**config.mk**
```make
export PLATFORM = sky130hd
export DESIGN_NAME = if_fetch_unit
export DESIGN_NICKNAME = d
export VERILOG_FILES = /design/src/rtl/if_fetch_unit_pkg.sv /design/src/rtl/if_fetch_unit_ifid_pipe_reg.sv /design/src/rtl/if_fetch_unit.sv
export SDC_FILE = /design/constraint.sdc
export NUM_CORES = 1
export LEC_CHECK = 0
export ABC_AREA = 1
export BUFFER_PORTS_ARGS = -buffer_cell sky130_fd_sc_hd__buf_2
export CORE_MARGIN = 4
export CORE_UTILIZATION = 40
export DETAILED_ROUTE_END_ITERATION = 16
export HOLD_SLACK_MARGIN = 0.12
export PLACE_DENSITY_LB_ADDON = 0.12
export SLEW_MARGIN = 10
export SYNTH_ARGS = -nofsm -noshare
export SYNTH_HDL_FRONTEND = slang
export SYNTH_SLANG_ARGS = --single-unit
```
**constraint.sdc**
```tcl
create_clock -name Clock -period 6.1 [get_ports Clock]
set_clock_uncertainty 0.2 [all_clocks]
set_input_delay 0.61 -clock Clock [delete_from_list [all_inputs] [get_ports Clock]]
set_output_delay 0.61 -clock Clock [all_outputs]
set_load 0.02 [all_outputs]
```
**src/rtl/if_fetch_unit_pkg.sv**
```systemverilog
// Shared fetch-stage definitions: fetch FSM encoding, the NOP word used for
// IF/ID bubbles and flushes, and the PC-to-memory-address mapping.
package if_fetch_unit_pkg;

    typedef enum logic {
        FETCH_REQ  = 1'b0,
        FETCH_HOLD = 1'b1
    } fetch_state_t;

    // sll $0,$0,0
    localparam logic [31:0] NOP_WORD = 32'h0000_0000;

    function automatic logic [31:0] word_addr(input logic [31:0] pc);
        return {pc[31:2], 2'b00};
    endfunction

endpackage

```
**src/rtl/if_fetch_unit_ifid_pipe_reg.sv**
```systemverilog
// IF/ID pipeline register: instruction, its address and a valid bit, with
// write enable and a flush that forces a bubble.
module if_fetch_unit_ifid_pipe_reg #(
    parameter logic [31:0] NOP_WORD = if_fetch_unit_pkg::NOP_WORD
) (
    input  logic        clk,
    input  logic        rst,
    input  logic        write_enable,
    input  logic        flush,
    input  logic        load_valid,
    input  logic [31:0] data,
    input  logic [31:0] pc,
    output logic [31:0] instruction,
    output logic [31:0] pc_out,
    output logic        valid
);

    // Flush beats any load; a write without a real word becomes a bubble.
    always_ff @(posedge clk or posedge rst) begin
        if (rst) begin
            instruction <= NOP_WORD;
            pc_out      <= 32'h0000_0000;
            valid       <= 1'b0;
        end else if (flush) begin
            instruction <= NOP_WORD;
            pc_out      <= 32'h0000_0000;
            valid       <= 1'b0;
        end else if (write_enable) begin
            if (load_valid) begin
                instruction <= data;
                pc_out      <= pc;
                valid       <= 1'b1;
            end else begin
                instruction <= NOP_WORD;
                pc_out      <= 32'h0000_0000;
                valid       <= 1'b0;
            end
        end
    end

endmodule

```
**src/rtl/if_fetch_unit.sv**
```systemverilog
// Instruction-fetch stage: PC, instruction-memory handshake, redirect squash
// and hold buffer, feeding the IF/ID register.
module if_fetch_unit #(
    parameter logic [31:0] RESET_PC = 32'h0000_0000,
    parameter logic [31:0] NOP_WORD = if_fetch_unit_pkg::NOP_WORD
) (
    input  logic        Clock,
    input  logic        Reset,
    input  logic        PC_WriteEnable,
    input  logic        IFIDWriteEnable,
    input  logic        IFIDFlush,
    input  logic        Branch,
    input  logic [31:0] BranchDest,
    input  logic        Jump,
    input  logic [31:0] JumpDest,
    output logic        IMemReq,
    output logic [31:0] IMemAddr,
    input  logic        IMemReady,
    input  logic [31:0] IMemData,
    output logic [31:0] Instruction,
    output logic [31:0] PC_Out,
    output logic        IFIDValid,
    output logic        FetchStall
);
    import if_fetch_unit_pkg::*;

    fetch_state_t state;
    logic [31:0]  pc;
    logic [31:0]  hold_buf;
    logic [31:0]  squash_target;
    logic         squash;

    logic [31:0]  target;
    logic         redirect;
    logic         advance;
    logic         deliver;
    logic [31:0]  deliver_word;

    assign target   = Jump ? JumpDest : BranchDest;
    assign redirect = Branch | Jump;
    assign advance  = PC_WriteEnable & IFIDWriteEnable;

    // Decide whether a real instruction moves into IF/ID this cycle.
    always_comb begin
        deliver      = 1'b0;
        deliver_word = IMemData;
        case (state)
            FETCH_REQ: begin
                deliver      = IMemReady & ~redirect & ~squash & advance;
                deliver_word = IMemData;
            end
            FETCH_HOLD: begin
                deliver      = ~redirect & advance;
                deliver_word = hold_buf;
            end
            default: begin
                deliver      = 1'b0;
                deliver_word = IMemData;
            end
        endcase
    end

    // Fetch FSM: the PC only moves on an accepted request so IMemAddr is stable while waiting.
    always_ff @(posedge Clock or posedge Reset) begin
        if (Reset) begin
            state         <= FETCH_REQ;
            pc            <= RESET_PC;
            hold_buf      <= 32'h0000_0000;
            squash        <= 1'b0;
            squash_target <= 32'h0000_0000;
        end else begin
            case (state)
                FETCH_REQ: begin
                    if (!IMemReady) begin
                        if (redirect) begin
                            squash        <= 1'b1;
                            squash_target <= target;
                        end
                    end else if (redirect) begin
                        pc     <= target;
                        squash <= 1'b0;
                    end else if (squash) begin
                        pc     <= squash_target;
                        squash <= 1'b0;
                    end else if (advance) begin
                        pc <= pc + 32'd4;
                    end else begin
                        hold_buf <= IMemData;
                        state    <= FETCH_HOLD;
                    end
                end
                FETCH_HOLD: begin
                    if (redirect) begin
                        pc       <= target;
                        hold_buf <= 32'h0000_0000;
                        state    <= FETCH_REQ;
                    end else if (advance) begin
                        pc    <= pc + 32'd4;
                        state <= FETCH_REQ;
                    end
                end
                default: state <= FETCH_REQ;
            endcase
        end
    end

    // Request is dropped combinationally by reset so an in-flight fetch is abandoned at once.
    assign IMemReq    = (state == FETCH_REQ) & ~Reset;
    assign IMemAddr   = word_addr(pc);
    assign FetchStall = (state == FETCH_HOLD) | ((state == FETCH_REQ) & ~IMemReady);

    if_fetch_unit_ifid_pipe_reg #(
        .NOP_WORD (NOP_WORD)
    ) u_ifid_pipe_reg (
        .clk          (Clock),
        .rst          (Reset),
        .write_enable (IFIDWriteEnable),
        .flush        (IFIDFlush),
        .load_valid   (deliver),
        .data         (deliver_word),
        .pc           (pc),
        .instruction  (Instruction),
        .pc_out       (PC_Out),
        .valid        (IFIDValid)
    );

endmodule

```
# Yosys cells after proc, flatten, opt, wreduce, memory -nomap -nowiden
# Index checks and enable logic that the tools add are counted.
# op_classes
add_sub_neg	1
eq_ne	5
muxes	32
bitwise_logic	14
reduce_logical	5
# ops
op	count
32-bit 2-to-1 mux	17
32-bit case mux with 2 select lines	3
32-bit by 3-bit adder with 32-bit output, second input constant	1
1-bit 2-to-1 mux	10
2-bit inequality test, second input constant	4
1-bit bitwise AND	7
1-bit NOT	5
5-bit AND reduction	1
1-bit case mux with 2 select lines	2
2-bit nonzero test	2
3-bit AND reduction	1
2-bit by 1-bit inequality test with 1-bit output, second input constant	1
1-bit OR	2
2-bit AND reduction	1
# totals
ff_bits	163
output_inout_bits	99
word_cells	65

# Longest topological paths before layout
# Gate-level depths: netlist of the first run.
# logic_depth
ltp_word	9
mapped_depth	10

# Hierarchy
# A second synthesis of the first run with hierarchy kept.
# unflattened
cells_unflattened	1220
hier_area_um2	9062.4
# by_module_without_submodules
module	instances	cells_each	area_each_um2
if_fetch_unit	1	929	6376.1
if_fetch_unit_ifid_pipe_reg	1	291	2686.3

# Worst setup path after synthesis of the first run
# OpenSTA, ideal clock, no wires.
# synth_path
path_type	input to register
from	input port Jump
to	register u_ifid_pipe_reg.instruction[9]
arrival_time_ns	1.822
required_ns	5.815
slack_ns	3.993
cell_stages	7
path_cell_list	buf_2 nor2_4 nand2_2 or4_1 buf_4 buf_6 o22ai_1
# synth_via
elab_chain_cells	9
word_cells_on_any_way	10
# synth_lines
element	line_no	text
start, declared	if_fetch_unit.sv:14	input logic Jump,
1-bit OR (*)	if_fetch_unit.sv:40	assign redirect = Branch | Jump;
1-bit NOT (*)	if_fetch_unit.sv:49, if_fetch_unit.sv:53	
1-bit bitwise AND (3 in series)	if_fetch_unit.sv:49	deliver = IMemReady & ~redirect & ~squash & advance;
1-bit case mux with 2 select lines (*)	if_fetch_unit.sv:47	case (state)
32-bit 2-to-1 mux (*)	if_fetch_unit_ifid_pipe_reg.sv:29	if (load_valid) begin
32-bit 2-to-1 mux (*)	if_fetch_unit_ifid_pipe_reg.sv:28	end else if (write_enable) begin
32-bit 2-to-1 mux (*)	if_fetch_unit_ifid_pipe_reg.sv:24	end else if (flush) begin
end signal, assigned	if_fetch_unit_ifid_pipe_reg.sv:30	instruction <= data;
end, declared	if_fetch_unit_ifid_pipe_reg.sv:13	output logic [31:0] instruction,
# Every way passes the cells marked *; elsewhere a longest branch is shown, timed or not. The select of a mux whose other input is x is not followed.
# A chain may end at the register's enable or synchronous reset.

# Worst setup path after layout of the first run
# layout_path
from	register state
to	register u_ifid_pipe_reg.valid
# layout_via
elab_chain_cells	5
# layout_lines
element	line_no	text
start, declared	if_fetch_unit.sv:27	fetch_state_t state;
start signal, assigned	if_fetch_unit.sv:66	state <= FETCH_REQ;
start signal, assigned	if_fetch_unit.sv:89	state <= FETCH_HOLD;
start signal, assigned	if_fetch_unit.sv:96	state <= FETCH_REQ;
1-bit NOT (no line)	n/a	
1-bit case mux with 2 select lines (*)	if_fetch_unit.sv:47	
1-bit 2-to-1 mux (*)	if_fetch_unit_ifid_pipe_reg.sv:29	
1-bit 2-to-1 mux (*)	if_fetch_unit_ifid_pipe_reg.sv:28	
1-bit 2-to-1 mux (*)	if_fetch_unit_ifid_pipe_reg.sv:24	
end signal, assigned	if_fetch_unit_ifid_pipe_reg.sv:23	valid <= 1'b0;
end signal, assigned	if_fetch_unit_ifid_pipe_reg.sv:27	valid <= 1'b0;
end signal, assigned	if_fetch_unit_ifid_pipe_reg.sv:32	valid <= 1'b1;
end, declared	if_fetch_unit_ifid_pipe_reg.sv:15	output logic valid
# Marked as above.

==> out/results.tsv, run 1 <==
metric	value	unit
H-Tree Depth	4	
Crit Path Category	register to register	
final cycle utilization of the critical path	57.2	%
switching power share of the total	32.2	%
number of diodes	0	
sum of internal, switching and leakage power	2.86	mW
sw power	0.921	mW
number of buffers added by the clock tree synthesis step	17	
height of the die	156	µm
required arrival time at the worst endpoint	6160	ps
cells taking the most area after synthesis	sky130_fd_sc_hd__dfrtp_1, sky130_fd_sc_hd__nand2_1, sky130_fd_sc_hd__inv_1	
GRT busiest layer	met2	
total DRC errors in the routed layout	0	
Antenna Nets Post-Route	0	
number of cells in the finished layout apart from fillers	1603	
length of the first detailed-routing pass in iterations	4	
sum of overflow across all layers after global routing	0	
effective utilization at floorplan	40.5	%
startpoint of the worst register-to-register path	state$_DFF_PP0_	
met3 usage	4.23	%
die span in x	156	µm
drt initial violations	526	
post-CTS setup-driven buffer insertion count	0	
data arrival time of the worst path	3550	ps
routed via count	7811	
end of the worst register-to-register path	u_ifid_pipe_reg.valid$_DFFE_PP0P_	
Worst Max-Slew Pin Slew	1040	ps
worst slew margin relative to its limit	30.9	%
met1 Resource Use GR	30.7	%
Post-Layout Inst Area	0.0103	mm²
number of max-slew violations in the final report	0	
full die area	0.0245	mm²
FF+latch area	0.00408	mm²
Synth Register Bits	163	
fillers	2220	
status	complete, no violations	
initial antenna violation count	0	
IR Drop Worst-Case VDD	0.000154	V
number of violations of the max-capacitance limit	0	
setup slack of the worst register-to-register path	2610	ps
final setup violation count	0	
cell at the root of the clock tree	sky130_fd_sc_hd__clkbuf_16	
netlist area before placement	0.00881	mm²
number of cell instances on the worst register-to-register path	6	
share of cells above drive strength 1	21.4	%
peak fanout along the critical path	59	
drt via density	4.87	
nets@finish	1415	
maximum number of pins on one net before global-route repair	113	
internal power	1.94	mW
Overall Global Routing Usage	20.6	%
Wirelength per Cell	15.8	µm
number of cells in the design after placement	1571	
clock transition at the register clock pins on the worst setup and hold paths after CTS	70	ps
clock tree from TritonCTS	done	
met2 Use GR	31.0	%
maximum buffer depth of the clock tree	2	
Gates resized, CTS repair	0	
Worst Setup Start Kind	register	
gate count of the mapped netlist	1172	
total number of yosys warnings	0	
area added between synthesis and finish	17.1	%
worst min-delay path category	input pin to asynchronous set/reset pin	
largest area contributor in the netlist	sky130_fd_sc_hd__dfrtp_1	
wire length of the first global-routing pass	40000	µm
clock latency reported for the late side of the worst-skew pair	420	ps
number of I/O pins	203	
Final Hold Slack	207	ps
most common flop cell mapped by yosys	sky130_fd_sc_hd__dfrtp_1	
top cell type's share of synthesized area	46.3	%
setup tns final	0	ps
total cell area at the placement stage	0.00975	mm²
area taken by multi-input logic gates	0.00354	mm²
number of global-route vias before repair	7328	
leakage	5.26	nW
total power per unit cell area	277	mW/mm²
count of endpoints failing hold in the final timing report	0	
Worst Setup End Kind	register	
sequential element share of the synthesized area	46.3	%
Post-synth EDFFs	0	
combinational share of power	18.3	%
Avg Inst Size Synth	7.52	µm²
share of flip-flops with an asynchronous set or reset	100	%
sum of net half-perimeters after detailed placement	17800	µm
placeable core area	0.0218	mm²
number of buffers inserted by hold repair at cts	0	
final period demand of the worst path	3490	ps
part of the power in the clock network	36.7	%
PortBufs	200	
number of clock sinks seen by CTS	163	
part of the power in registers	45.0	%
gp weighted congestion	0.875	
number of distinct library cells after synthesis	37	
max frequency	286	MHz
Total Wirelength	25300	µm
unrepaired setup endpoints after global routing	no	
FP Rows	54	
[cells by family (layout without fill, tap and decap cells)]
logic type / Yosys count / count (layout) / share of synthesized area (%)
muxes: 1 / 1 / 0.114
buffers and inverters: 277 / 427 / 13.7
and+or+nand+nor: 472 / 472 / 21.6
AOI/OAI and AO/OA: 257 / 257 / 18.1
other: 1 / 2 / 0.0425
DFF: 163 / 163 / 46.3
adders and majority gates: 1 / 1 / 0.142
[state kept, by name, summed over array words and instances (netlist names)]
register / cells
pc: 32
u_ifid_pipe_reg.pc_out: 32
state: 1
squash: 1
u_ifid_pipe_reg.instruction: 32
hold_buf: 32
squash_target: 32
u_ifid_pipe_reg.valid: 1
[placed cells by master (no fill, tap or decap), drive strengths merged, types with 2 or more instances in the layout]
cell type,n
nor2,77
o21bai,3
clkinvlp,5
o211ai,7
o21ai,124
clkinv,7
nand2,311
buf,210
conb,2
o22ai,65
clkbuf,17
nor3,2
nand4,4
or2,2
nand3,71
a22oi,4
dfrtp,163
inv,187
and2,2
a21oi,51
[power groups by stage]
stage          registers (mW)  logic [mW]  clock network (mW)
6_report                 1.29       0.524                1.05
5_1_grt                  1.30       0.599                1.11
4_1_cts                  1.29       0.528                1.07
3_5_place_dp             1.31       0.524                   0
3_3_place_gp             1.31       0.518                   0
2_1_floorplan            1.28       0.395                   0
[synthesized netlist by cell type, types with 2 or more instances]
cell,count
sky130_fd_sc_hd__buf_1,3
sky130_fd_sc_hd__nor2_1,76
sky130_fd_sc_hd__inv_1,180
sky130_fd_sc_hd__nand4_1,4
sky130_fd_sc_hd__a21oi_1,51
sky130_fd_sc_hd__buf_6,5
sky130_fd_sc_hd__a22oi_1,4
sky130_fd_sc_hd__buf_4,33
sky130_fd_sc_hd__o21ai_0,122
sky130_fd_sc_hd__buf_2,5
sky130_fd_sc_hd__o22ai_1,36
sky130_fd_sc_hd__nand2_1,309
sky130_fd_sc_hd__clkinv_1,4
sky130_fd_sc_hd__nor3_1,2
sky130_fd_sc_hd__o21bai_1,3
sky130_fd_sc_hd__clkbuf_1,46
sky130_fd_sc_hd__nand2_2,2
sky130_fd_sc_hd__or2_2,2
sky130_fd_sc_hd__dfrtp_1,163
sky130_fd_sc_hd__o22ai_2,29
sky130_fd_sc_hd__nand3_1,71
sky130_fd_sc_hd__o211ai_1,7
[through the flow]
stage | utilization (%) | setup slack, ps
floorplan | - | 885
global placement | 44.8 | 2670
detailed placement | 44.8 | 2580
CTS | 47.5 | 2570
global route | 47.5 | 2320
finish | 47.5 | 2610
[routing by layer]
| layer | vias to the layer above | routed length, µm |
|---|---|---|
| met2 | 244 | 11000 |
| met1 | 3577 | 12400 |
| met5 | - | 0 |
| li1 | 3973 | - |
| met4 | 0 | 231 |
| met3 | 17 | 1670 |
[final cells by class]
type,instances,share of cell area (%)
clock inverter,15,1.43
multi-input combinational,733,34.3
tap,280,3.39
inverter,185,6.77
clock buffer,17,4.12
sequential,163,39.5
timing repair buffer,210,10.4
[how the worst max path moves through the flow]
stage | start | to | depth (start not counted)
CTS | state$_DFF_PP0_ | u_ifid_pipe_reg.valid$_DFFE_PP0P_ | 6
floorplan | Reset | hold_buf[0]$_DFFE_PP0P_ | 1
finish | state$_DFF_PP0_ | u_ifid_pipe_reg.valid$_DFFE_PP0P_ | 6
global placement | state$_DFF_PP0_ | u_ifid_pipe_reg.valid$_DFFE_PP0P_ | 6
detailed placement | state$_DFF_PP0_ | u_ifid_pipe_reg.valid$_DFFE_PP0P_ | 6
global route | state$_DFF_PP0_ | u_ifid_pipe_reg.valid$_DFFE_PP0P_ | 6
[worst max-delay path, stage by stage (launching register included)]
cell	delay [ps]
sky130_fd_sc_hd__dfrtp_2	400
sky130_fd_sc_hd__inv_2	490
sky130_fd_sc_hd__nand2_2	720
sky130_fd_sc_hd__nand2_2	330
sky130_fd_sc_hd__or4_2	280
sky130_fd_sc_hd__buf_4	660
sky130_fd_sc_hd__o21ai_0	200
Note: power is estimated with default switching activity, not from simulation.
==> run 2, diff against run 1 <==
==> constraint.sdc (replaced) <==
create_clock -name Clock -period 2.87 [get_ports Clock]
set_clock_uncertainty 0.2 [all_clocks]
set_input_delay 0.287 -clock Clock [delete_from_list [all_inputs] [get_ports Clock]]
set_output_delay 0.287 -clock Clock [all_outputs]
set_load 0.02 [all_outputs]
==> out/results.tsv, run 2 (synthesis gave the netlist of run 1 again) <==
metric	value	unit	change
status	complete, no violations		
placeable core area	0.0218	mm²	unchanged
number of I/O pins	203		unchanged
clock latency reported for the late side of the worst-skew pair	430	ps	about the same
number of buffers added by the clock tree synthesis step	17		unchanged
unrepaired setup endpoints after global routing	no		
final period demand of the worst path	2460	ps	-1040 ps
routed via count	8338		+6.7%
wire length of the first global-routing pass	42200	µm	+5.6%
setup slack after layout	414	ps	-2190 ps
sum of net half-perimeters after detailed placement	17700	µm	-0.45%
Worst Setup End Kind	register		
startpoint of the worst register-to-register path	state$_DFF_PP0_		
Worst Max-Slew Pin Slew	989	ps	-48.4 ps
Gates resized, CTS repair	0		unchanged
source of the critical timing path	state$_DFF_PP0_		
H-Tree Depth	4		unchanged
full die area	0.0245	mm²	unchanged
Worst Setup Start Kind	register		
end of the worst register-to-register path	pc[4]$_DFFE_PP0P_		
Overall Global Routing Usage	21.5	%	+0.88 points
effective utilization at floorplan	40.5	%	unchanged
Total Wirelength	26300	µm	+4.1%
max frequency	407	MHz	+42%
Post-Layout Inst Area	0.0114	mm²	+10%
Crit Path Category	register to register		
initial antenna violation count	0		unchanged
height of the die	156	µm	unchanged
number of clock sinks seen by CTS	163		unchanged
length of the first detailed-routing pass in iterations	7		+3
peak fanout along the critical path	41		-31%
FP Rows	54		unchanged
IR Drop Worst-Case VDD	0.000320	V	+110%
share of cells above drive strength 1	20.3	%	-1.1 points
number of max-slew violations in the final report	0		unchanged
commonest cells after routing, fill and taps aside	sky130_fd_sc_hd__nand2_1, sky130_fd_sc_hd__buf_2, sky130_fd_sc_hd__inv_1		
total DRC errors in the routed layout	0		unchanged
sum of internal, switching and leakage power	6.22	mW	+120%
cell at the root of the clock tree	sky130_fd_sc_hd__clkbuf_16		
drt via density	4.88		+0.13%
commonest non-fill, non-tap cell in the layout	sky130_fd_sc_hd__nand2_1		
number of diodes	0		unchanged
setup slack of the worst register-to-register path	410	ps	-2190 ps
sum of overflow across all layers after global routing	0		unchanged
required arrival time at the worst endpoint	3020	ps	-3140 ps
drt initial violations	654		+24%
worst min-delay path category	input pin to register		
final setup violation count	0		unchanged
clock transition at the register clock pins on the worst setup and hold paths after CTS	60	ps	about the same
total power per unit cell area	546	mW/mm²	+97%
data arrival time of the worst path	2600	ps	-950 ps
maximum number of pins on one net before global-route repair	74		-35%
area added between synthesis and finish	29.3	%	
PortBufs	200		unchanged
gp weighted congestion	0.854		-2.4%
final cycle utilization of the critical path	85.6	%	+28 points
number of cell instances on the worst register-to-register path	9		+3
leakage	5.73	nW	+8.8%
critical path capture point	pc[4]$_DFFE_PP0P_		
total cell area at the placement stage	0.00983	mm²	+0.78%
worst slew margin relative to its limit	33.8	%	+3.0 points
clock tree from TritonCTS	done		
die span in x	156	µm	unchanged
nets@finish	1521		+7.5%
number of violations of the max-capacitance limit	0		unchanged
post-place setup slack	447	ps	-2140 ps
number of global-route vias before repair	7955		+8.6%
Antenna Nets Post-Route	0		unchanged
count of endpoints failing hold in the final timing report	0		unchanged
setup tns final	0	ps	unchanged
maximum buffer depth of the clock tree	2		unchanged
Wirelength per Cell	15.4	µm	-2.4%
==> run 2: where the power goes <==
part           internal [mW]  leakage (nW)  switching [mW]
Combinational          0.467          3.36           0.777
Clock                   1.25         0.269           0.991
Sequential              2.56          2.10           0.180
Total                   4.27          5.73            1.95
==> run 2: worst min-delay path by stage <==
| stage | cells past startpoint | from | end |
|---|---|---|---|
| 2_1_floorplan | 2 | squash_target[11]$_DFFE_PP0P_ | squash_target[11]$_DFFE_PP0P_ |
| 3_3_place_gp | 2 | Reset | u_ifid_pipe_reg.instruction[18]$_DFFE_PP0P_ |
| 3_5_place_dp | 2 | Reset | u_ifid_pipe_reg.instruction[18]$_DFFE_PP0P_ |
| 4_1_cts | 5 | JumpDest[21] | pc[21]$_DFFE_PP0P_ |
| 5_1_grt | 4 | BranchDest[0] | squash_target[0]$_DFFE_PP0P_ |
| 6_report | 5 | JumpDest[26] | pc[26]$_DFFE_PP0P_ |
==> run 2: layout make-up <==
cell class	count	area (µm²)
clock buffers	19	453
clock inverters	13	125
fillers	2191	10400
inverters	185	698
multi-input cells	733	3540
flip-flops and latches	163	4080
well taps	280	350
repair buffers	316	2140
==> run 2: repair_timing <==
action                    4_1_cts  5_1_grt
hold buffers                   99        0
setup buffers                   0        0
hold endpoints to repair      132        0
==> run 2: per-layer routing <==
metal / wire length (µm) / vias up / GRT usage [%]
met1: 12700 / 3871 / 31.4
met4: 374 / 0 / 5.79
li1: - / 4196 / -
met5: 0 / - / 0
met2: 11600 / 245 / 32.9
met3: 1640 / 26 / 4.07
==> run 2: worst max-delay path, stage by stage, from the launching register on <==
cell and delay (ps):
sky130_fd_sc_hd__dfrtp_2 390, sky130_fd_sc_hd__inv_2 70, sky130_fd_sc_hd__nand2_2 220, sky130_fd_sc_hd__buf_4 440
sky130_fd_sc_hd__clkinv_1 470, sky130_fd_sc_hd__a21oi_1 220, sky130_fd_sc_hd__o21ai_0 100, sky130_fd_sc_hd__o211ai_1 90
sky130_fd_sc_hd__inv_1 60, sky130_fd_sc_hd__o22ai_1 100
==> run 2: per-stage QoR <==
step           hold slack, ps  cells  utilization [%]
2_1_floorplan             237   1173                -
3_3_place_gp              172   1578             45.2
3_5_place_dp              167   1578             45.2
4_1_cts                   121   1709             52.4
5_1_grt                   180   1709             52.4
6_report                  136   1709             52.4
